**src/rtl/load_store_unit_if.sv**
```systemverilog
// Load/store unit bus bundle.
// Groups the three handshakes around the LSU:
//   req_*  : core execute stage -> LSU request (valid/ready)
//   resp_* : LSU -> core response (valid/ready)
//   mem_*  : LSU -> data memory request (req/ready) and read return (rvalid)
// Modport slave is the LSU's view; modport master is the core+memory side.
interface load_store_unit_if #(
  parameter int unsigned DATA_W = 32,
  parameter int unsigned ADDR_W = 32
);
  logic                  req_valid;
  logic                  req_ready;
  logic                  req_we;
  logic [2:0]            req_funct3;
  logic [ADDR_W-1:0]     req_addr;
  logic [DATA_W-1:0]     req_wdata;
  logic [4:0]            req_rd;

  logic                  resp_valid;
  logic                  resp_ready;
  logic [4:0]            resp_rd;
  logic [DATA_W-1:0]     resp_rdata;
  logic                  resp_we;
  logic                  resp_misaligned;
  logic                  resp_illegal;
  logic                  resp_bus_err;

  logic                  mem_req;
  logic                  mem_ready;
  logic                  mem_we;
  logic [ADDR_W-1:0]     mem_addr;
  logic [DATA_W/8-1:0]   mem_be;
  logic [DATA_W-1:0]     mem_wdata;
  logic                  mem_rvalid;
  logic [DATA_W-1:0]     mem_rdata;

  modport slave (
    input  req_valid, req_we, req_funct3, req_addr, req_wdata, req_rd,
    input  resp_ready, mem_ready, mem_rvalid, mem_rdata,
    output req_ready, resp_valid, resp_rd, resp_rdata, resp_we,
    output resp_misaligned, resp_illegal, resp_bus_err,
    output mem_req, mem_we, mem_addr, mem_be, mem_wdata
  );

  modport master (
    output req_valid, req_we, req_funct3, req_addr, req_wdata, req_rd,
    output resp_ready, mem_ready, mem_rvalid, mem_rdata,
    input  req_ready, resp_valid, resp_rd, resp_rdata, resp_we,
    input  resp_misaligned, resp_illegal, resp_bus_err,
    input  mem_req, mem_we, mem_addr, mem_be, mem_wdata
  );
endinterface

```
**src/rtl/load_store_unit.sv**
```systemverilog
// Multi-cycle RISC-V load/store unit, one outstanding transaction.
// Ports:
//   clk   : clock
//   reset : asynchronous active-high reset
//   io    : load_store_unit_if.slave (request, response and data-memory buses)
// Flow: IDLE accepts a request and decodes it; illegal/misaligned requests go
// straight to RESP. Legal ones issue mem_req in REQ, loads then wait for
// mem_rvalid in WAIT_R. A shared counter bounds the time spent in REQ+WAIT_R
// and reports a bus error when it runs out. All outputs are registered.
module load_store_unit #(
  parameter int unsigned DATA_W         = 32,
  parameter int unsigned ADDR_W         = 32,
  parameter int unsigned TIMEOUT_CYCLES = 255
) (
  input logic               clk,
  input logic               reset,
  load_store_unit_if.slave  io
);
  localparam int unsigned BeW  = DATA_W / 8;
  localparam int unsigned OffW = $clog2(BeW);
  localparam int unsigned CntW = $clog2(TIMEOUT_CYCLES + 2);
  localparam logic [1:0]      SizeMax = 2'(OffW);
  localparam logic [CntW-1:0] CntLast = CntW'(TIMEOUT_CYCLES - 1);

  typedef enum logic [1:0] {StIdle, StReq, StWaitR, StResp} state_e;

  state_e            state_q;
  logic [CntW-1:0]   cnt_q;
  logic [1:0]        size_q;
  logic              uns_q;
  logic [OffW-1:0]   off_q;

  logic              req_ready_q, resp_valid_q, resp_we_q;
  logic              resp_mis_q, resp_ill_q, resp_berr_q;
  logic [4:0]        resp_rd_q;
  logic [DATA_W-1:0] resp_rdata_q;
  logic              mem_req_q, mem_we_q;
  logic [ADDR_W-1:0] mem_addr_q;
  logic [BeW-1:0]    mem_be_q;
  logic [DATA_W-1:0] mem_wdata_q;

  // Request decode
  logic [1:0]        size_in;
  logic              uns_in, illegal_in, mis_in;
  logic [OffW-1:0]   off_in;
  logic [BeW-1:0]    be_mask, be_in;
  logic [DATA_W-1:0] wdata_in;

  always_comb begin
    size_in    = io.req_funct3[1:0];
    uns_in     = io.req_funct3[2];
    off_in     = io.req_addr[OffW-1:0];
    illegal_in = (size_in > SizeMax) || (uns_in && size_in == SizeMax) ||
                 (io.req_we && uns_in);
    case (size_in)
      2'd0:    begin mis_in = 1'b0;              be_mask = BeW'(1);
                     wdata_in = {(DATA_W/8){io.req_wdata[7:0]}};   end
      2'd1:    begin mis_in = io.req_addr[0];    be_mask = BeW'(3);
                     wdata_in = {(DATA_W/16){io.req_wdata[15:0]}}; end
      2'd2:    begin mis_in = |io.req_addr[1:0]; be_mask = BeW'(15);
                     wdata_in = {(DATA_W/32){io.req_wdata[31:0]}}; end
      default: begin mis_in = |io.req_addr[2:0]; be_mask = {BeW{1'b1}};
                     wdata_in = io.req_wdata;                      end
    endcase
    be_in = be_mask << off_in;
  end

  // Load data extraction: shift the addressed lane down, then extend from its msb
  logic [DATA_W-1:0] shifted, ext;
  logic              msb;
  int                nbits;

  always_comb begin
    shifted = io.mem_rdata >> {off_q, 3'b000};
    nbits   = 8 << size_q;
    if (nbits > int'(DATA_W)) nbits = int'(DATA_W);
    msb = 1'b0;
    for (int i = 0; i < int'(DATA_W); i++) begin
      if (i == nbits - 1) msb = shifted[i];
    end
    for (int i = 0; i < int'(DATA_W); i++) begin
      ext[i] = (i < nbits) ? shifted[i] : (msb & ~uns_q);
    end
  end

  always_ff @(posedge clk or posedge reset) begin
    if (reset) begin
      state_q      <= StIdle;
      cnt_q        <= '0;
      size_q       <= '0;
      uns_q        <= 1'b0;
      off_q        <= '0;
      req_ready_q  <= 1'b0;
      resp_valid_q <= 1'b0;
      resp_we_q    <= 1'b0;
      resp_mis_q   <= 1'b0;
      resp_ill_q   <= 1'b0;
      resp_berr_q  <= 1'b0;
      resp_rd_q    <= '0;
      resp_rdata_q <= '0;
      mem_req_q    <= 1'b0;
      mem_we_q     <= 1'b0;
      mem_addr_q   <= '0;
      mem_be_q     <= '0;
      mem_wdata_q  <= '0;
    end else begin
      case (state_q)
        StIdle: begin
          req_ready_q <= 1'b1;
          if (req_ready_q && io.req_valid) begin
            req_ready_q  <= 1'b0;
            size_q       <= size_in;
            uns_q        <= uns_in;
            off_q        <= off_in;
            resp_rd_q    <= io.req_rd;
            resp_we_q    <= io.req_we;
            resp_rdata_q <= '0;
            resp_berr_q  <= 1'b0;
            resp_ill_q   <= illegal_in;
            resp_mis_q   <= ~illegal_in & mis_in;  // illegal takes priority
            mem_we_q     <= io.req_we;
            mem_addr_q   <= {io.req_addr[ADDR_W-1:OffW], OffW'(0)};
            mem_be_q     <= io.req_we ? be_in : '0;
            mem_wdata_q  <= io.req_we ? wdata_in : '0;
            if (illegal_in || mis_in) begin
              state_q      <= StResp;
              resp_valid_q <= 1'b1;
            end else begin
              state_q   <= StReq;
              mem_req_q <= 1'b1;
              cnt_q     <= '0;
            end
          end
        end
        StReq: begin
          cnt_q <= cnt_q + CntW'(1);
          if (io.mem_ready) begin
            mem_req_q <= 1'b0;
            if (mem_we_q) begin
              state_q      <= StResp;
              resp_valid_q <= 1'b1;
            end else begin
              state_q <= StWaitR;
            end
          end else if (cnt_q >= CntLast) begin
            mem_req_q    <= 1'b0;
            resp_berr_q  <= 1'b1;
            resp_valid_q <= 1'b1;
            state_q      <= StResp;
          end
        end
        StWaitR: begin
          cnt_q <= cnt_q + CntW'(1);
          if (io.mem_rvalid) begin
            resp_rdata_q <= ext;
            resp_valid_q <= 1'b1;
            state_q      <= StResp;
          end else if (cnt_q >= CntLast) begin
            resp_berr_q  <= 1'b1;
            resp_valid_q <= 1'b1;
            state_q      <= StResp;
          end
        end
        StResp: begin
          if (io.resp_ready) begin
            resp_valid_q <= 1'b0;
            req_ready_q  <= 1'b1;
            state_q      <= StIdle;
          end
        end
        default: state_q <= StIdle;
      endcase
    end
  end

  assign io.req_ready       = req_ready_q;
  assign io.resp_valid      = resp_valid_q;
  assign io.resp_rd         = resp_rd_q;
  assign io.resp_rdata      = resp_rdata_q;
  assign io.resp_we         = resp_we_q;
  assign io.resp_misaligned = resp_mis_q;
  assign io.resp_illegal    = resp_ill_q;
  assign io.resp_bus_err    = resp_berr_q;
  assign io.mem_req         = mem_req_q;
  assign io.mem_we          = mem_we_q;
  assign io.mem_addr        = mem_addr_q;
  assign io.mem_be          = mem_be_q;
  assign io.mem_wdata       = mem_wdata_q;
endmodule

```
**src/flat_wrapper.sv**
```systemverilog
// flat-port wrapper written by rule: the top's interface ports become plain ports
module load_store_unit_flat 
#(
  parameter int unsigned DATA_W         = 32,
  parameter int unsigned ADDR_W         = 32,
  parameter int unsigned TIMEOUT_CYCLES = 255
)
  (clk, reset, io_req_valid, io_req_we, io_req_funct3, io_req_addr, io_req_wdata, io_req_rd, io_resp_ready, io_mem_ready, io_mem_rvalid, io_mem_rdata, io_req_ready, io_resp_valid, io_resp_rd, io_resp_rdata, io_resp_we, io_resp_misaligned, io_resp_illegal, io_resp_bus_err, io_mem_req, io_mem_we, io_mem_addr, io_mem_be, io_mem_wdata);
  load_store_unit_if #(.DATA_W(DATA_W), .ADDR_W(ADDR_W)) io_i ();
  input logic clk;
  input logic reset;
  input wire logic [$bits(io_i.req_valid)-1:0] io_req_valid;
  input wire logic [$bits(io_i.req_we)-1:0] io_req_we;
  input wire logic [$bits(io_i.req_funct3)-1:0] io_req_funct3;
  input wire logic [$bits(io_i.req_addr)-1:0] io_req_addr;
  input wire logic [$bits(io_i.req_wdata)-1:0] io_req_wdata;
  input wire logic [$bits(io_i.req_rd)-1:0] io_req_rd;
  input wire logic [$bits(io_i.resp_ready)-1:0] io_resp_ready;
  input wire logic [$bits(io_i.mem_ready)-1:0] io_mem_ready;
  input wire logic [$bits(io_i.mem_rvalid)-1:0] io_mem_rvalid;
  input wire logic [$bits(io_i.mem_rdata)-1:0] io_mem_rdata;
  output wire logic [$bits(io_i.req_ready)-1:0] io_req_ready;
  output wire logic [$bits(io_i.resp_valid)-1:0] io_resp_valid;
  output wire logic [$bits(io_i.resp_rd)-1:0] io_resp_rd;
  output wire logic [$bits(io_i.resp_rdata)-1:0] io_resp_rdata;
  output wire logic [$bits(io_i.resp_we)-1:0] io_resp_we;
  output wire logic [$bits(io_i.resp_misaligned)-1:0] io_resp_misaligned;
  output wire logic [$bits(io_i.resp_illegal)-1:0] io_resp_illegal;
  output wire logic [$bits(io_i.resp_bus_err)-1:0] io_resp_bus_err;
  output wire logic [$bits(io_i.mem_req)-1:0] io_mem_req;
  output wire logic [$bits(io_i.mem_we)-1:0] io_mem_we;
  output wire logic [$bits(io_i.mem_addr)-1:0] io_mem_addr;
  output wire logic [$bits(io_i.mem_be)-1:0] io_mem_be;
  output wire logic [$bits(io_i.mem_wdata)-1:0] io_mem_wdata;
  assign io_i.req_valid = io_req_valid;
  assign io_i.req_we = io_req_we;
  assign io_i.req_funct3 = io_req_funct3;
  assign io_i.req_addr = io_req_addr;
  assign io_i.req_wdata = io_req_wdata;
  assign io_i.req_rd = io_req_rd;
  assign io_i.resp_ready = io_resp_ready;
  assign io_i.mem_ready = io_mem_ready;
  assign io_i.mem_rvalid = io_mem_rvalid;
  assign io_i.mem_rdata = io_mem_rdata;
  assign io_req_ready = io_i.req_ready;
  assign io_resp_valid = io_i.resp_valid;
  assign io_resp_rd = io_i.resp_rd;
  assign io_resp_rdata = io_i.resp_rdata;
  assign io_resp_we = io_i.resp_we;
  assign io_resp_misaligned = io_i.resp_misaligned;
  assign io_resp_illegal = io_i.resp_illegal;
  assign io_resp_bus_err = io_i.resp_bus_err;
  assign io_mem_req = io_i.mem_req;
  assign io_mem_we = io_i.mem_we;
  assign io_mem_addr = io_i.mem_addr;
  assign io_mem_be = io_i.mem_be;
  assign io_mem_wdata = io_i.mem_wdata;
  load_store_unit #(.DATA_W(DATA_W), .ADDR_W(ADDR_W), .TIMEOUT_CYCLES(TIMEOUT_CYCLES)) u_core (.clk(clk), .reset(reset), .io(io_i));
endmodule
```
**config.mk**
```make
export PLATFORM = sky130hd
export DESIGN_NAME = load_store_unit_flat
export DESIGN_NICKNAME = d
export VERILOG_FILES = /design/src/rtl/load_store_unit_if.sv /design/src/rtl/load_store_unit.sv /design/src/flat_wrapper.sv
export SDC_FILE = /design/constraint.sdc
export NUM_CORES = 1
export LEC_CHECK = 0
export ABC_AREA = 1
export CORE_AREA = 5 5 134 110
export CTS_CLUSTER_SIZE = 14
export DETAILED_ROUTE_END_ITERATION = 16
export DIE_AREA = 0 0 139 115
export GPL_ROUTABILITY_DRIVEN = 0
export PLACE_DENSITY_LB_ADDON = 0.05
export SLEW_MARGIN = 20
export SYNTH_ARGS = -nofsm -noshare
export SYNTH_HDL_FRONTEND = slang
export SYNTH_SLANG_ARGS = --single-unit
```
**constraint.sdc**
```tcl
create_clock -name clk -period 8.1 [get_ports clk]
set_clock_uncertainty 0.05 [all_clocks]
set_input_delay 1.215 -clock clk [delete_from_list [all_inputs] [get_ports clk]]
set_output_delay 1.215 -clock clk [all_outputs]
set_load 0.01 [all_outputs]
```
**Word level (Yosys, flattened, before mapping)**

Index checks and enable logic that the tools add are counted.

- Add/subtract/negate cells: 2
- Magnitude comparators: 35
- Equality and inequality tests: 45
- Shift operators: 3
- Mux-type cells: 105
- Bitwise operators: 4
- Reduce and logical (&&, ||, !) cells: 25

Operators by type and width:

| operator | count |
|---|---|
| 6-bit by 32-bit equality test with 1-bit output, first input constant | 16 |
| 6-bit by 32-bit < comparator with 1-bit output, first input constant | 16 |
| 5-bit by 32-bit equality test with 1-bit output, first input constant | 8 |
| 5-bit by 32-bit < comparator with 1-bit output, first input constant | 8 |
| 4-bit by 32-bit equality test with 1-bit output, first input constant | 4 |
| 4-bit by 32-bit < comparator with 1-bit output, first input constant | 4 |
| 32-bit two-way mux | 4 |
| 32-bit case mux with 2 select lines | 2 |
| 1-bit two-way mux | 82 |
| 3-bit by 32-bit equality test with 1-bit output, first input constant | 2 |
| 3-bit by 32-bit < comparator with 1-bit output, first input constant | 2 |
| 2-bit by 32-bit equality test with 1-bit output, first input constant | 1 |
| 32-bit by 7-bit > comparator with 1-bit output, second input constant | 1 |
| 32-bit zero test | 1 |
| 1-bit by 32-bit < comparator with 1-bit output, first input constant | 1 |
| 2-bit by 32-bit < comparator with 1-bit output, first input constant | 1 |
| 4-bit by 2-bit left shift with 32-bit output, first input constant | 1 |
| 32-bit by 5-bit >> shifter with 32-bit output | 1 |
| 32-bit by 2-bit subtractor with 32-bit output, second input constant | 1 |
| 9-bit two-way mux | 2 |
| 9-bit case mux with 2 select lines | 1 |
| 2-bit two-way mux | 6 |
| 4-bit AND reduction | 3 |
| 2-bit inequality test, second input constant | 5 |
| 25 further kinds | 46 |

- Register bits: 126
- Output and inout bits: 113

**Logic depth before layout (Yosys ltp)**

Gate-level depths: netlist (run 1).

- Depth after elaboration: 41
- Gate-level depth with buffers: 19
- Mapped depth without buffers: 18

**Worst setup path before layout (run 1)**

Ideal clock, no wire load.

- Path kind: register to register
- From: reg u_core.size_q[1]
- To: reg u_core.resp_rdata_q[16] (netlist: u_core.io.resp_rdata[16])
- Library setup time: 0.117 ns
- Arrival: 2.177 ns
- Setup slack: 5.756 ns
- Stages on the path, launching flop included: 20
- Path buffers: 2
- Cells stage by stage: dfrtp_1 buf_6 nor2_8 clkinv_1 ha_1 ha_1 inv_1 ha_1 nand2_1 inv_1 nand2_1 nor2_2 inv_1 nand2_1 nand2_2 nand2_2 nand2_4 buf_12 nand3_2 nand2_1

- Longest elaborated chain between the ends: 41
- Elaborated cells between the ends (all ways): 73
- Classes of those cells: add/sub (1); order compare (2); eq/ne (31); shift (1); mux (36); bitwise (1); reduce/logical (1)

RTL lines:

| what | line | source |
|---|---|---|
| start: declaration | load_store_unit.sv:29 | `logic [1:0] size_q;` |
| start signal: assignment | load_store_unit.sv:112 | `size_q <= size_in;` |
| 4-bit by 2-bit left shift with 32-bit output * | load_store_unit.sv:75 | `nbits = 8 << size_q;` |
| 32-bit by 7-bit > comparator with 1-bit output | load_store_unit.sv:76 | `if (nbits > int'(DATA_W)) nbits = int'(DATA_W);` |
| 32-bit two-way mux * | load_store_unit.sv:76 |  |
| 32-bit by 2-bit subtractor with 32-bit output | load_store_unit.sv:79 | `if (i == nbits - 1) msb = shifted[i];` |
| 32-bit zero test | load_store_unit.sv:79 |  |
| 1-bit two-way mux (32 in series) | load_store_unit.sv:79 |  |
| 1-bit bitwise AND | load_store_unit.sv:82 | `ext[i] = (i < nbits) ? shifted[i] : (msb & ~uns_q);` |
| 1-bit two-way mux * | load_store_unit.sv:82 |  |
| 32-bit two-way mux * | load_store_unit.sv:154 | `if (io.mem_rvalid) begin` |
| 32-bit case mux with 2 select lines * | load_store_unit.sv:107 | `case (state_q)` |
| end signal: assignment | load_store_unit.sv:155 | `resp_rdata_q <= ext;` |
| end: declaration | load_store_unit.sv:36 | `logic [DATA_W-1:0] resp_rdata_q;` |

Every way passes the cells marked *; elsewhere a longest branch is shown, timed or not. The select of a mux whose other input is x is not followed.
A chain may end at the register's enable or synchronous reset.

**Final worst setup path (run 1)**

- From: in io_req_valid
- To: reg u_core.mem_be_q[1] (netlist: u_core.io.mem_be[1])

- Longest elaborated chain between the ends: 2

RTL lines:

| what | line | source |
|---|---|---|
| start: declaration | flat_wrapper.sv:12 | `input wire logic [$bits(io_i.req_valid)-1:0] io_req_valid;` |
| 1-bit logical AND | load_store_unit.sv:110 | `if (req_ready_q && io.req_valid) begin` |
| 2-bit AND reduction (no line) | -- |  |
| end signal: assignment | load_store_unit.sv:123 | `mem_be_q <= io.req_we ? be_in : '0;` |
| end: declaration | load_store_unit.sv:39 | `logic [BeW-1:0] mem_be_q;` |

Every way passes these cells.

==> impl_summary.log, run 1 <==
[metrics] Max Fanout on Critical Path: 75
[metrics] slowest stage delay, CP: 1100 ps
[metrics] cell count of the worst hold path: 2
[metrics] share of total power in combinational logic: 44.9%
[metrics] clock tree from TritonCTS: yes
[metrics] slew at the pin with the worst max-slew slack: 1040 ps
[metrics] most frequent cell after synthesis: sky130_fd_sc_hd__nand2_1
[metrics] Inserted Clock Buffers: 17
[metrics] number of non-filler instances in the completed layout: 1173
[metrics] GRT overflow: 0
[metrics] worst endpoint required time: 8390 ps
[metrics] Avg Vias per Cell: 5.20
[metrics] antenna violations before repair: 0
[metrics] Synth Area per Inst: 8.15 µm²
[metrics] footprint of the multi-input gates: 2780 µm²
[metrics] I/O Buffers: 221
[metrics] cells after synthesis: 779
[metrics] number of cell instances on the worst register-to-register path: 7
[metrics] placed instance count: 1142
[metrics] Max-cap violations: 0
[metrics] chip height: 115 µm
[metrics] clock sink count: 126
[metrics] global-route wire length before repair: 30100 µm
[metrics] number of flops mapped to enable cells by yosys: 0
[metrics] area of the placeable core: 13300 µm²
[metrics] startpoint type of the worst setup path: input port
[metrics] net switching share of the total power: 38.2%
[metrics] pin count of the biggest net entering global routing: 86
[metrics] top_reg_cell synth: sky130_fd_sc_hd__dfrtp_1
[metrics] average wire per cell in the routed design: 15.9 µm
[metrics] class of the tightest hold or removal check: reg2reg
[metrics] outcome: complete, no violations
[metrics] proportion of synthesized chip area in sequential cells: 49.7%
[metrics] Crit Reg-Reg Startpoint: u_core.state_q[0]
[metrics] NumNets Final: 1103
[metrics] Hold Fails Final Rpt: 0
[metrics] CTS H-tree lvls: 4
[metrics] number of buffers inserted by hold repair at cts: 0
[metrics] standby leakage power: 4.28 nW
[metrics] Sequential Area: 3150 µm²
[metrics] Yosys top cell area share: 49.7%
[metrics] Tmin final: 3980 ps
[metrics] utilization after layout: 69.0%
[metrics] area growth from synthesis to layout: 44.6%
[metrics] half-perimeter wire length after placement: 13500 µm
[metrics] VDD IR-drop max: 0.000257 V
[metrics] cell-internal power: 2.07 mW
[metrics] power density over the cells: 365 nW/µm²
[metrics] worst-path cell with the longest stage delay: sky130_fd_sc_hd__clkinv_2
[metrics] critical path class: in2reg
[metrics] setup violation total in the final timing report: 0
[metrics] number of slew-limit violations in the final report: 0
[metrics] post-route DRC violation count: 0
[metrics] net switching power figure: 1.28 mW
[metrics] area enclosed by the die boundary: 16000 µm²
[metrics] proportion of power drawn by flip-flops and latches: 32.1%
[metrics] Crit Reg-Reg Endpoint: u_core.io.mem_be[1]
[metrics] number of buffers added for setup after CTS: 0
[metrics] fraction of synthesis flops using an asynchronous set or reset pin: 100%
[metrics] area of the mapped netlist: 6350 µm²
[metrics] cells along the critical path: clkdlybuf4s50_1 -> nand2_1 -> nor2_4 -> clkinv_2 -> nor2_1 -> a32o_1
[metrics] hold_sp: u_core.io.mem_addr[24]
[metrics] Total Neg Setup Slack: 0 ps
[metrics] overall routed net length: 18700 µm
[metrics] number of gates given a new drive strength after cts: 0
[metrics] total via count after detailed routing: 6100
[metrics] Antenna Cells: 0
[metrics] setup repair after global routing missed its margin: false
[metrics] Netlist cell types: 40
[metrics] library cell with the largest summed area after synthesis: sky130_fd_sc_hd__dfrtp_1
[metrics] signal arrival time at the worst endpoint: 4270 ps
[metrics] clock network power share: 23.1%
[metrics] effective utilization at floorplan: 47.7%
[metrics] type of element capturing the critical path: flip-flop
[metrics] f_max: 252 MHz
[metrics] DRT Pass-1 Iters: 5
[metrics] flip-flop and latch count after synthesis: 126
[metrics] post-detailed-route count of antenna-violating nets: 0
[metrics] row cnt: 38
[metrics] starting DRC count in detailed routing: 542
[metrics] buffer type at the clock tree root: sky130_fd_sc_hd__clkbuf_16
[metrics] leading post-synthesis cells by cell area: sky130_fd_sc_hd__dfrtp_1, sky130_fd_sc_hd__nand2_1, sky130_fd_sc_hd__o21ai_0, sky130_fd_sc_hd__nand3_1, sky130_fd_sc_hd__inv_1
[metrics] Yosys warning count: 0
[metrics] filler cell count in the final layout: 1058
[metrics] vias in the first global route: 6022
[metrics] latest clock arrival within the worst-skew pair: 410 ps
[metrics] layout cell share with drive strength beyond 1: 7.15%
[metrics] clock-pin slew of the registers on the worst-case setup and hold paths: 50 ps
[metrics] worst hold endpoint: u_core.io.mem_addr[24]
[metrics] ratio of final minimum period to clock period: 49.1%
[metrics] worst slew slack as a fraction of its limit: 30.7%
[metrics] Tot GR Track Use: 23.4%
[metrics] count of boundary I/O pins: 224
[metrics] R2R Setup Slk: 4490 ps
[metrics] most numerous cell types in the synthesized netlist: sky130_fd_sc_hd__nand2_1, sky130_fd_sc_hd__dfrtp_1, sky130_fd_sc_hd__o21ai_0
[metrics] Clock Path Buffers: 2
[metrics] width of the die: 139 µm
## state kept, by name, indices dropped and copies added (netlist names)
register                   cells
u_core.cnt_q                   9
u_core.io.mem_addr            30
u_core.io.mem_be               4
u_core.io.mem_req              1
u_core.io.mem_wdata           32
u_core.io.mem_we               1
u_core.io.req_ready            1
u_core.io.resp_bus_err         1
u_core.io.resp_illegal         1
u_core.io.resp_misaligned      1
u_core.io.resp_rd              5
u_core.io.resp_rdata          32
u_core.io.resp_valid           1
u_core.off_q                   2
u_core.size_q                  2
u_core.state_q                 2
u_core.uns_q                   1
## area by class of cell
| type | instances | area share (%) |
|---|---|---|
| Timing Repair Buffer | 223 | 24.3 |
| Multi-Input combinational cell | 565 | 30.3 |
| Clock inverter | 11 | 1.53 |
| Inverter | 48 | 2.03 |
| Tap cell | 180 | 2.45 |
| Clock buffer | 20 | 5.08 |
| Sequential cell | 126 | 34.3 |
## layer usage
metal	routed length, µm	share of wire [%]	global-route usage [%]
met1	7950	43	30.8
met2	8730	47	36.6
met3	1510	8.1	7.07
met4	509	2.7	9.32
met5	0	0	0
## worst max path at each step
stage,from,slack (ps),end,depth (start not counted)
after floorplan,reset,3480,u_core.cnt_q[0],1
after global placement,io_req_valid,4120,u_core.io.mem_wdata[6],5
after detailed placement,io_req_valid,4020,u_core.io.mem_wdata[7],5
after CTS,io_req_valid,4490,u_core.io.mem_wdata[4],5
after global routing,io_req_valid,3840,u_core.io.mem_be[1],6
final,io_req_valid,4120,u_core.io.mem_be[1],6
## through the flow
step	worst slack (ps)	cell area, µm²	total power [mW]	hold slack [ps]
after global placement	4120	8570	2.54	405
after floorplan	3480	6360	1.92	428
after global routing	3840	9180	3.59	446
after CTS	4490	9170	3.38	422
final	4120	9180	3.35	417
after detailed placement	4020	8570	2.59	408
## power groups by stage
stage               combinational, mW  sequential (mW)  clock [mW]
floorplan                       0.804             1.11           0
global placement                 1.47             1.07           0
detailed placement               1.51             1.08           0
CTS                              1.51             1.07       0.787
global route                     1.66             1.11       0.817
finish                           1.51             1.07       0.774
## logic make-up (layout without fill, tap and decap cells)
logic type | count (synthesis) | in the layout | share of synthesized area [%]
AOI/OAI and AO/OA | 145 | 145 | 13.3
xor gates and xnor gates | 3 | 3 | 0.414
adders and majority gates | 11 | 11 | 2.17
buffers and inverters | 91 | 302 | 6.94
DFF | 126 | 126 | 49.7
muxes | 7 | 7 | 1.10
other | 2 | 5 | 0.118
and+or+nand+nor | 394 | 394 | 26.3
## placed cells by master (no fill, tap or decap), drive strengths merged, types with 4 or more instances in the layout
cell type / n
inv: 46
o21ai: 98
clkbuf: 20
o221ai: 8
a32o: 8
nor2: 46
ha: 11
nand3: 49
conb: 5
mux2i: 7
clkinv: 9
clkdlybuf4s50: 221
nand2: 289
a21oi: 22
dfrtp: 126
nand4: 4
## worst max-delay path: cells and delay by family
family,cells,cell delay (ps)
AO/OA/AOI/OAI,1,200
buffers and inverters,2,1550
AND/OR/NAND/NOR,3,1270
Power figures use the tool's default switching activity.
==> run 2: changes to the inputs <==
--- a/config.mk
+++ b/config.mk
@@ -6,10 +6,10 @@
 export NUM_CORES = 1
 export LEC_CHECK = 0
 export ABC_AREA = 1
-export CORE_AREA = 5 5 134 110
+export CORE_AREA = 5 5 138 114
 export CTS_CLUSTER_SIZE = 14
 export DETAILED_ROUTE_END_ITERATION = 16
-export DIE_AREA = 0 0 139 115
+export DIE_AREA = 0 0 143 119
 export GPL_ROUTABILITY_DRIVEN = 0
 export PLACE_DENSITY_LB_ADDON = 0.05
 export SLEW_MARGIN = 20
==> constraint.sdc (replaced) <==
create_clock -name clk -period 3.8 [get_ports clk]
set_clock_uncertainty 0.05 [all_clocks]
set_input_delay 0.57 -clock clk [delete_from_list [all_inputs] [get_ports clk]]
set_output_delay 0.57 -clock clk [all_outputs]
set_load 0.01 [all_outputs]
==> run 2 against run 1 <==
Against the previous run: clock power is 120% higher; clock-buffer cell count is 2 higher; register-to-register slack worse by 3600 ps; combinational power is 120% higher; sequential share of layout area is 0.29 points lower; sequential cell count stayed put; largest power group unchanged.
==> impl_summary.log, run 2 (same netlist as run 1, synthesis figures left out) <==
[metrics] outcome: complete, no violations (unchanged)
[metrics] Critical Path Source: u_core.size_q[1] (was io_req_valid)
[metrics] critical path class: reg2reg (was in2reg)
[metrics] R2R Setup Slk: 940 ps (was 4490 ps)
[metrics] global-route wire length before repair: 30100 µm (about the same)
[metrics] filler cell count in the final layout: 1236 (was 1058)
[metrics] starting DRC count in detailed routing: 501 (was 542)
[metrics] footprint of the multi-input gates: 2780 µm² (about the same)
[metrics] clock sink count: 126 (unchanged)
[metrics] setup violation total in the final timing report: 0 (unchanged)
[metrics] Crit Reg-Reg Startpoint: u_core.size_q[1] (was u_core.state_q[0])
[metrics] clock-pin slew of the registers on the worst-case setup and hold paths: 50 ps (about the same)
[metrics] Antenna Cells: 0 (unchanged)
[metrics] antenna violations before repair: 0 (unchanged)
[metrics] utilization after layout: 65.6% (was 69.0%)
[metrics] I/O Buffers: 221 (unchanged)
[metrics] clock tree from TritonCTS: yes (unchanged)
[metrics] post-detailed-route count of antenna-violating nets: 0 (unchanged)
[metrics] Avg Vias per Cell: 4.98 (was 5.20)
[metrics] standby leakage power: 4.32 nW (was 4.28 nW)
[metrics] latest clock arrival within the worst-skew pair: 400 ps (was 410 ps)
[metrics] worst endpoint required time: 4100 ps (was 8390 ps)
[metrics] worst slew slack as a fraction of its limit: 33.0% (was 30.7%)
[metrics] post-route DRC violation count: 0 (unchanged)
[metrics] area enclosed by the die boundary: 17000 µm² (was 16000 µm²)
[metrics] width of the die: 143 µm (was 139 µm)
[metrics] half-perimeter wire length after placement: 13100 µm (was 13500 µm)
[metrics] number of cell instances on the worst register-to-register path: 16 (was 7)
[metrics] NumNets Final: 1109 (was 1103)
[metrics] f_max: 350 MHz
[metrics] overall routed net length: 18700 µm (about the same)
[metrics] number of gates given a new drive strength after cts: 0 (unchanged)
[metrics] area of the placeable core: 14100 µm² (was 13300 µm²)
[metrics] Inserted Clock Buffers: 17 (unchanged)
[metrics] Tot GR Track Use: 22.0% (was 23.4%)
[metrics] vias in the first global route: 5704 (was 6022)
[metrics] setup slack after layout: 939 ps (was 4120 ps)
[metrics] worst setup path endpoint: u_core.io.resp_rdata[21] (was u_core.io.mem_be[1])
[metrics] effective utilization at floorplan: 45.0% (was 47.7%)
[metrics] DRT Pass-1 Iters: 5 (unchanged)
[metrics] Clock Path Buffers: 2 (unchanged)
[metrics] number of slew-limit violations in the final report: 0 (unchanged)
[metrics] CTS H-tree lvls: 4 (unchanged)
[metrics] GRT overflow: 0 (unchanged)
[metrics] Tmin final: 2860 ps
[metrics] area growth from synthesis to layout: 45.9% (was 44.6%)
[metrics] startpoint type of the worst setup path: flip-flop (was input port)
[metrics] setup repair after global routing missed its margin: false (unchanged)
[metrics] total via count after detailed routing: 5893 (was 6100)
[metrics] Max Fanout on Critical Path: 19 (was 75)
[metrics] class of the tightest hold or removal check: reg2reg (unchanged)
[metrics] buffer type at the clock tree root: sky130_fd_sc_hd__clkbuf_16 (unchanged)
[metrics] layout cell share with drive strength beyond 1: 7.70% (was 7.15%)
[metrics] slew at the pin with the worst max-slew slack: 1000 ps (was 1040 ps)
[metrics] total power: 7.21 mW (was 3.35 mW)
[metrics] number of buffers added for setup after CTS: 0 (unchanged)
[metrics] row cnt: 39 (was 38)
[metrics] Crit Reg-Reg Endpoint: u_core.io.resp_rdata[21] (was u_core.io.mem_be[1])
[metrics] pin count of the biggest net entering global routing: 127 (was 86)
[metrics] count of boundary I/O pins: 224 (unchanged)
[metrics] number of buffers inserted by hold repair at cts: 0 (unchanged)
[metrics] ratio of final minimum period to clock period: 75.3%
[metrics] Sequential Area: 3150 µm² (unchanged)
[metrics] Hold Fails Final Rpt: 0 (unchanged)
[metrics] chip height: 119 µm (was 115 µm)
[metrics] power density over the cells: 779 nW/µm² (was 365 nW/µm²)
[metrics] worst setup slack after placement: 946 ps (was 4020 ps)
[metrics] commonest cells after routing, fill and taps aside: sky130_fd_sc_hd__nand2_1, sky130_fd_sc_hd__clkdlybuf4s50_1, sky130_fd_sc_hd__dfrtp_1, sky130_fd_sc_hd__o21ai_0, sky130_fd_sc_hd__inv_1 (unchanged)
[metrics] Max-cap violations: 0 (unchanged)
[metrics] type of element capturing the critical path: flip-flop (unchanged)
[metrics] VDD IR-drop max: 0.000492 V (was 0.000257 V)
[metrics] most common library cell in the layout ignoring fill and taps: sky130_fd_sc_hd__nand2_1 (unchanged)
[metrics] average wire per cell in the routed design: 15.8 µm (was 15.9 µm)
[metrics] Total Neg Setup Slack: 0 ps (unchanged)
[metrics] signal arrival time at the worst endpoint: 3160 ps (was 4270 ps)
## run 2: changes by cell type in the layout (fill, tap and decap cells not counted), sizes merged
cell and delta:
buf +6, clkinvlp +2, clkinv -3, clkbuf +2
## run 2: worst max-delay path, cell delays in order, from the launching register on
cell,delay [ps]
sky130_fd_sc_hd__dfrtp_1,630
sky130_fd_sc_hd__nor2_8,230
sky130_fd_sc_hd__clkinv_1,260
sky130_fd_sc_hd__ha_1,300
sky130_fd_sc_hd__ha_1,220
sky130_fd_sc_hd__inv_1,60
sky130_fd_sc_hd__ha_1,130
sky130_fd_sc_hd__nand2_1,50
sky130_fd_sc_hd__inv_1,40
sky130_fd_sc_hd__nand2_1,50
sky130_fd_sc_hd__nor2_2,100
sky130_fd_sc_hd__a21oi_1,80
sky130_fd_sc_hd__nand2_2,120
sky130_fd_sc_hd__nand2_2,80
sky130_fd_sc_hd__nand2_4,210
sky130_fd_sc_hd__nand3_1,120
sky130_fd_sc_hd__nand2_1,80
## run 2: metrics by stage
step | hold WS, ps | area, µm² | cells
6_report | 419 | 9260 | 1184
5_1_grt | 436 | 9260 | 1184
4_1_cts | 422 | 9260 | 1184
3_5_place_dp | 408 | 8630 | 1152
3_3_place_gp | 403 | 8630 | 1152
2_1_floorplan | 428 | 6360 | 782
## run 2: metal layers
layer	vias to the layer above	part of all wire, %	track usage (%)
li1	2954	-	-
met1	2720	45	31.3
met4	0	1.5	6.47
met2	197	45	32.2
met5	-	0	0
met3	22	8.6	7.17
## run 2: worst min-delay path by stage
stage | startpoint | to | slack (ps) | cells after the start
after floorplan | u_core.cnt_q[8] | u_core.cnt_q[8] | 430 | 2
after detailed placement | u_core.io.mem_addr[19] | u_core.io.mem_addr[19] | 410 | 2
after CTS | u_core.io.mem_addr[26] | u_core.io.mem_addr[26] | 420 | 2
after global placement | u_core.io.resp_rd[1] | u_core.io.resp_rd[1] | 400 | 2
after global routing | u_core.io.resp_rdata[29] | u_core.io.resp_rdata[29] | 440 | 2
final | u_core.io.mem_addr[19] | u_core.io.mem_addr[19] | 420 | 2
## run 2: layout make-up
class                           count  area share, %
Inverter                           48           2.01
Multi-Input combinational cell    565           30.0
Clock buffer                       22           5.34
Timing Repair Buffer              229           24.7
Clock inverter                     10           1.45
Tap cell                          184           2.49
Sequential cell                   126           34.1
## run 2: where the power goes
group | internal (mW) | switching, mW
Clock | 1.12 | 0.588
Combinational | 1.50 | 1.77
Sequential | 1.86 | 0.372
==> run 3: changes to the inputs <==
==> constraint.sdc (replaced) <==
create_clock -name clk -period 2.87 [get_ports clk]
set_clock_uncertainty 0.05 [all_clocks]
set_input_delay 0.4305 -clock clk [delete_from_list [all_inputs] [get_ports clk]]
set_output_delay 0.4305 -clock clk [all_outputs]
set_load 0.01 [all_outputs]
==> run 3 against run 2 <==
Against the previous run: maximum frequency grew 23%; die area is the same; critical path depth grew 1; clock-buffer cell count shrank 1; via count grew 1.2%; final area grew 1.1%; combinational power grew 36%; critical path type unchanged.
==> impl_summary.log, run 3 (same netlist as run 1, synthesis figures left out) <==
[metrics] number of buffers inserted by hold repair at cts: 0 (unchanged)
[metrics] most common library cell in the layout ignoring fill and taps: sky130_fd_sc_hd__nand2_1 (unchanged)
[metrics] cell family with most CP delay: simple AND/OR/NAND/NOR gates (unchanged)
[metrics] post-detailed-route count of antenna-violating nets: 0 (unchanged)
[metrics] worst-path cell with the longest stage delay: sky130_fd_sc_hd__dfrtp_1 (unchanged)
[metrics] Max-cap violations: 0 (unchanged)
[metrics] setup repair after global routing missed its margin: false (unchanged)
[metrics] worst hold slack after final layout: 278 ps (was 419 ps)
[metrics] Sequential Area: 3150 µm² (unchanged)
[metrics] row cnt: 39 (unchanged)
[metrics] layout cell share with drive strength beyond 1: 8.33% (was 7.70%)
[metrics] DRT Pass-1 Iters: 7 (was 5)
[metrics] placed instance count: 1160 (was 1152)
[metrics] placed cell area: 8700 µm² (was 8630 µm²)
[metrics] overall routed net length: 18900 µm (was 18700 µm)
[metrics] setup violation total in the final timing report: 0 (unchanged)
[metrics] total via count after detailed routing: 5961 (was 5893)
[metrics] number of gates given a new drive strength after cts: 0 (unchanged)
[metrics] cells along the critical path: nor2_8 -> clkinv_1 -> ha_1 -> ha_1 -> inv_1 -> ha_1 -> nand2_1 -> inv_1 -> nand2_1 -> nor2_2 -> inv_1 -> nand2_1 -> nand2_2 -> nand2_2 -> nand2_4 -> nand3_2 -> nand2_1 (was nor2_8 -> clkinv_1 -> ha_1 -> ha_1 -> inv_1 -> ha_1 -> nand2_1 -> inv_1 -> nand2_1 -> nor2_2 -> a21oi_1 -> nand2_2 -> nand2_2 -> nand2_4 -> nand3_1 -> nand2_1)
[metrics] commonest cells after routing, fill and taps aside: sky130_fd_sc_hd__nand2_1, sky130_fd_sc_hd__clkdlybuf4s50_1, sky130_fd_sc_hd__dfrtp_1, sky130_fd_sc_hd__o21ai_0, sky130_fd_sc_hd__inv_1 (unchanged)
[metrics] ratio of final minimum period to clock period: 81.0% (was 75.3%)
[metrics] number of cell instances on the worst register-to-register path: 17 (was 16)
[metrics] filler cell count in the final layout: 1226 (was 1236)
[metrics] NumNets Final: 1117 (was 1109)
[metrics] number of non-filler instances in the completed layout: 1192 (was 1184)
[metrics] GRT overflow: 0 (unchanged)
[metrics] CTS H-tree lvls: 4 (unchanged)
[metrics] clock-pin slew of the registers on the worst-case setup and hold paths: 50 ps (about the same)
[metrics] slew at the pin with the worst max-slew slack: 588 ps (was 1000 ps)
[metrics] average wire per cell in the routed design: 15.9 µm (was 15.8 µm)
[metrics] class of the tightest hold or removal check: in2async (was reg2reg)
[metrics] Inserted Clock Buffers: 17 (unchanged)
[metrics] standby leakage power: 4.38 nW (was 4.32 nW)
[metrics] global-route wire length before repair: 30400 µm (was 30100 µm)
[metrics] clock tree from TritonCTS: yes (unchanged)
[metrics] type of element capturing the critical path: flip-flop (unchanged)
[metrics] area growth from synthesis to layout: 47.4% (was 45.9%)
[metrics] starting DRC count in detailed routing: 533 (was 501)
[metrics] number of buffers added for setup after CTS: 0 (unchanged)
[metrics] outcome: complete, no violations (unchanged)
[metrics] clock sink count: 126 (unchanged)
[metrics] critical path class: reg2reg (unchanged)
[metrics] Avg Vias per Cell: 5.00 (was 4.98)
[metrics] pin count of the biggest net entering global routing: 98 (was 127)
[metrics] f_max: 430 MHz (was 350 MHz)
[metrics] latest clock arrival within the worst-skew pair: 410 ps (was 400 ps)
[metrics] total non-filler cell area in the finished layout: 9360 µm² (was 9260 µm²)
[metrics] slowest stage delay, CP: 480 ps (was 630 ps)
[metrics] Hold Fails Final Rpt: 0 (unchanged)
[metrics] Bufs and invs on worst path: 4 (was 3)
[metrics] Tot GR Track Use: 22.4% (was 22.0%)
[metrics] vias in the first global route: 5800 (was 5704)
[metrics] most frequent CP cell: sky130_fd_sc_hd__nand2_1
[metrics] antenna violations before repair: 0 (unchanged)
[metrics] area of the placeable core: 14100 µm² (unchanged)
[metrics] VDD IR-drop max: 0.000869 V (was 0.000492 V)
[metrics] buffer type at the clock tree root: sky130_fd_sc_hd__clkbuf_16 (unchanged)
[metrics] worst slew slack as a fraction of its limit: 60.7% (was 33.0%)
[metrics] Tmin final: 2320 ps (was 2860 ps)
[metrics] count of boundary I/O pins: 224 (unchanged)
[metrics] Max Fanout on Critical Path: 16 (was 19)
[metrics] startpoint type of the worst setup path: flip-flop (unchanged)
[metrics] area enclosed by the die boundary: 17000 µm² (unchanged)
[metrics] signal arrival time at the worst endpoint: 2570 ps (was 3160 ps)
[metrics] chip height: 119 µm (unchanged)
[metrics] worst endpoint required time: 3120 ps (was 4100 ps)
[metrics] R2R Setup Slk: 550 ps (was 940 ps)
[metrics] number of slew-limit violations in the final report: 0 (unchanged)
[metrics] I/O Buffers: 221 (unchanged)
[metrics] power density over the cells: 1040 nW/µm² (was 779 nW/µm²)
[metrics] post-route DRC violation count: 0 (unchanged)
[metrics] Antenna Cells: 0 (unchanged)
[metrics] Total Neg Setup Slack: 0 ps (unchanged)
[metrics] Crit Reg-Reg Startpoint: u_core.size_q[1] (unchanged)
[metrics] footprint of the multi-input gates: 2780 µm² (unchanged)
[metrics] half-perimeter wire length after placement: 13300 µm (was 13100 µm)
[metrics] width of the die: 143 µm (unchanged)
[metrics] effective utilization at floorplan: 45.0% (unchanged)
[metrics] Crit Reg-Reg Endpoint: u_core.io.resp_rdata[31] (was u_core.io.resp_rdata[21])
[metrics] Clock Path Buffers: 2 (unchanged)
## run 3: power by group
part / switching [mW] / leakage (nW) / internal [mW]
Combinational: 2.43 / 2.42 / 2.03
Clock: 0.787 / 0.323 / 1.61
Sequential: 0.441 / 1.63 / 2.47
## run 3: stage by stage
step / utilization, % / power, mW / setup WS (ps)
CTS: 66.4 / 9.84 / 535
global placement: 61.7 / 7.35 / 521
detailed placement: 61.7 / 7.38 / 467
global route: 66.4 / 10.5 / 290
floorplan: - / 5.42 / 526
finish: 66.4 / 9.76 / 546
## run 3: metal layers
layer | vias to the layer above | global-route usage, % | wire (µm)
met4 | 0 | 6.47 | 308
met3 | 21 | 8.25 | 1740
li1 | 2966 | - | -
met5 | - | 0 | 0
met2 | 202 | 33.9 | 8500
met1 | 2772 | 30.2 | 8380
## run 3: final cells by class
class / instances / share of cell area (%)
Sequential cell: 126 / 33.7
Tap cell: 184 / 2.46
Timing Repair Buffer: 237 / 25.2
Multi-Input combinational cell: 565 / 29.7
Inverter: 48 / 1.99
Clock buffer: 21 / 5.03
Clock inverter: 11 / 1.99
## run 3: worst max path at each step
| stage | startpoint | endpoint | slack (ps) | cells past startpoint |
|---|---|---|---|---|
| 2_1_floorplan | u_core.size_q[1] | u_core.io.resp_rdata[16] | 530 | 19 |
| 3_5_place_dp | io_req_valid | u_core.io.resp_rdata[13] | 470 | 8 |
| 5_1_grt | u_core.size_q[1] | u_core.io.resp_rdata[24] | 290 | 17 |
| 4_1_cts | u_core.size_q[1] | u_core.io.resp_rdata[27] | 530 | 17 |
| 3_3_place_gp | io_req_valid | u_core.io.resp_rdata[22] | 520 | 8 |
| 6_report | u_core.size_q[1] | u_core.io.resp_rdata[31] | 550 | 17 |
